===== config.mk =====
export PLATFORM = sky130hd
export DESIGN_NAME = gate_primitive_unit
export DESIGN_NICKNAME = d
export VERILOG_FILES = /design/src/rtl/gate_primitive_unit.sv
export SDC_FILE = /design/constraint.sdc
export NUM_CORES = 1
export LEC_CHECK = 0
export CAP_MARGIN = 5
export CORE_AREA = 2 2 39 41
export DETAILED_ROUTE_END_ITERATION = 16
export DIE_AREA = 0 0 41 43
export DONT_BUFFER_PORTS = 1
export GPL_ROUTABILITY_DRIVEN = 0
export PLACE_DENSITY = 0.3
export SLEW_MARGIN = 10
export SYNTH_ARGS = -nofsm -noshare
export SYNTH_HDL_FRONTEND = slang
export SYNTH_SLANG_ARGS = --single-unit

===== constraint.sdc =====
create_clock -name clk -period 0.8 [get_ports clk]
set_input_delay 0.2 -clock clk [delete_from_list [all_inputs] [get_ports clk]]
set_output_delay 0.2 -clock clk [all_outputs]
set_load 0.005 [all_outputs]

===== src/rtl/gate_primitive_unit.sv =====
// gate_primitive_unit
// Leaf-level bit-parallel gate block: AND (a & b), NOT (~a) and XOR (a ^ b)
// on WIDTH-bit operands. Each lane is independent and has no carry or borrow.
// The block offers two copies of the results: a zero-latency combinational copy
// for gate-level composition, such as a half subtractor, and a registered copy
// with a valid flag for pipelined use.
//
// Ports:
//   clk        rising-edge clock
//   rst        synchronous active-high reset, which takes priority over in_valid
//   a, b       operands; a is the only NOT input
//   in_valid   capture strobe for the registered outputs
//   and_c      combinational a & b
//   not_c      combinational ~a
//   xor_c      combinational a ^ b
//   and_q      registered a & b
//   not_q      registered ~a; the reset value is 0, not ~0
//   xor_q      registered a ^ b
//   out_valid  high for exactly one cycle after each captured in_valid
module gate_primitive_unit #(
  parameter int WIDTH = 1
) (
  input  logic             clk,
  input  logic             rst,
  input  logic [WIDTH-1:0] a,
  input  logic [WIDTH-1:0] b,
  input  logic             in_valid,
  output logic [WIDTH-1:0] and_c,
  output logic [WIDTH-1:0] not_c,
  output logic [WIDTH-1:0] xor_c,
  output logic [WIDTH-1:0] and_q,
  output logic [WIDTH-1:0] not_q,
  output logic [WIDTH-1:0] xor_q,
  output logic             out_valid
);

  // The combinational path ignores clk, rst and in_valid.
  assign and_c = a & b;
  assign not_c = ~a;
  assign xor_c = a ^ b;

  // The result registers hold their value while idle. out_valid is a one-cycle
  // pulse, so it clears on any cycle that has no capture.
  always_ff @(posedge clk) begin
    if (rst) begin
      and_q     <= '0;
      not_q     <= '0;
      xor_q     <= '0;
      out_valid <= 1'b0;
    end else if (in_valid) begin
      and_q     <= and_c;
      not_q     <= not_c;
      xor_q     <= xor_c;
      out_valid <= 1'b1;
    end else begin
      out_valid <= 1'b0;
    end
  end

endmodule


==> metrics.cfg <==
[worst_setup_path]
critPathKind=reg -> out
end_kind=output port
required_ns=0.60
startpoint_type=flip-flop
crit_arrival_ns=0.57
crit_fanout=2

[pwr]
p_seq_share_pct=44.6
p_per_area_nw_per_um2=2667
p_sw_share_pct=20.30
p_sw_uw=100.9
p_comb_share_pct=5.6
power_frac_clock_pct=49.8
vdd_drop_max_v=0.0007134
power_leakage_uw=0.00008113
p_int_uw=396.2

[sta]
tightest_slew_ns=0.1736
post-route-period-util_pct=95.69
max_freq_mhz=1306
fin_skew_ns=0
rsz0062_at_grt=false
period_needed_ns=0.7655
setup_violations=0
final.setup.tns_ns=0
slew_violations=0
slew_headroom_pct=88.36
finalHoldViolCount=0
setup_ws_ns=0.03449

[placed_design]
io_buffers=0
dp_slack_ns=-0.01861
place_inst=29

[yosys]
post_synth_mux_area_share_pct=14.16
synth.cell_area_um2=141.4
synth_top_family_by_area=multiplexers
synth_common_cells=4 x dfxtp_1, 3 x nor2_1, 2 x mux2i_1
synthCells=13
synth_flop_cell=dfxtp_1
synth_compound_area_share_pct=5.310
yosysMostFrequentCell=dfxtp_1
synth-seq-area-share_pct=56.64
ys_top_cells_by_area=dfxtp_1 57%, mux2i_1 14%, ha_1 8.8%
yosys.area.top_type=dfxtp_1
yosysWarnings=0
synth-seq-cells=4
synth_edf_count=0
synth-xor-area-share_pct=0
synthesis.nets=19
synth_cell_types=7
postSynthAreaPerCell_um2=10.88
async_flop_share_pct=0
synth-simple-area-share_pct=12.39
synthAdderAreaFrac_pct=8.850
synth_top_area_share_pct=56.64

[final_layout]
final_core_util_pct=13.47
nets=24
drive_gt1_share_pct=31.25
syn_to_final_growth_pct=31.86
antenna_cells=0
final_cell_count_no_fill=32
num-fill-cells=157

[global_route]
grt_usage_pct=5.321
grt_pass1_vias=133
grt_overflow_total=0
grt_pass1_wl_um=489
grt_max_degree=6
antenna_found_initial=0

[floorplan]
die_h_um=43
initial_core_util_pct=10.22
core_area_um2=1384
pin_count=12
row_count=14
dieArea_um2=1763
die_x_um=41

[min_path]
holdCritPathClass=in -> reg

[detailed_routing]
final_antenna_net_count=0
vias=112
drt_iter0_drc=1
drc=0
first_pass_iters=2
viasPerCell=3.500
wire_per_inst_um=11.22
drt-total-wl_um=359

[outcome]
status=finished, final reports clean

[clock_tree]
holdBufCountCts=0
cts_buffer_depth=2
root_buffer=clkbuf_4
post_cts.repair.setup_buffers=0
clkLatencyLatePin_ns=0.23
htree_levels=1
cts_inserted_buffers=3
clk_pin_slew_ns=0.04
cts.sinks=4
cts_tree=built

[flow_run]
maxCapViolations=0

==> logic make-up (layout without fill, tap and decap cells) <==
logic type	Yosys count	count (layout)
flops	4	4
simple gates	4	4
mux	2	2
fa+ha+maj	1	1
compound gates	1	1
buf+inv	1	4
==> power by group through the flow <==
stage                     Clock [uW]  Combinational [uW]  Sequential [uW]
final                            248                28.0              222
after global routing             279                32.9              223
after CTS                        261                28.1              220
after detailed placement           0                27.7              224
after global placement             0                26.8              224
after floorplan                    0                23.2              222
==> metal layers <==
metal  vias to the layer above  track usage [%]  wire, um
met1                        49            4.823       157
met2                        13            5.000       112
met4                         0            2.000         0
li1                         50                -         -
met3                         0            9.948        89
met5                         -                0         0
==> placed cells by master (no fill, tap or decap) <==
cell / Yosys / layout
nor2_1: 3 / 3
clkbuf_4: 0 / 3
mux2i_1: 2 / 2
dfxtp_2: 0 / 2
dfxtp_1: 4 / 2
inv_1: 1 / 1
a211oi_1: 1 / 1
nor2b_1: 1 / 1
ha_1: 1 / 1
==> cell type report <==
type / instances / area [um2] / share of cell area (%)
Tap cell: 16 / 20.02 / 10.74
Inverter: 1 / 3.754 / 2.013
Sequential cell: 4 / 82.58 / 44.30
Clock buffer: 3 / 22.52 / 12.08
Multi-Input combinational cell: 8 / 57.56 / 30.87
==> final timing paths <==
path	cells after the start	end	slack [ns]	startpoint
worst min register to register	2	not_q	0.50	not_q
worst max-delay path	0	not_q	0.03	not_q
worst min-delay path	1	and_q	0.03	rst
worst max register to register	2	not_q	0.14	not_q
==> state kept, by name (all words and copies together) (netlist names) <==
| signal | count |
|---|---|
| xor_q | 1 |
| out_valid | 1 |
| and_q | 1 |
| not_q | 1 |
==> per-stage QoR <==
step | power (uW) | instance area [um2] | hold slack, ns
final | 497.2 | 186.4 | 0.03139
after global placement | 250.9 | 161.4 | 0.2727
after CTS | 510.0 | 183.9 | 0.02567
after detailed placement | 251.3 | 161.4 | 0.2747
after global routing | 535.4 | 186.4 | 0.02045
after floorplan | 245.3 | 141.4 | 0.2716
==> timing repair <==
action,in CTS,in global routing
hold endpoints to repair,0,0
endpoints found under the setup margin,0,2
resized for setup,0,2
Power figures use the tool's default switching activity.
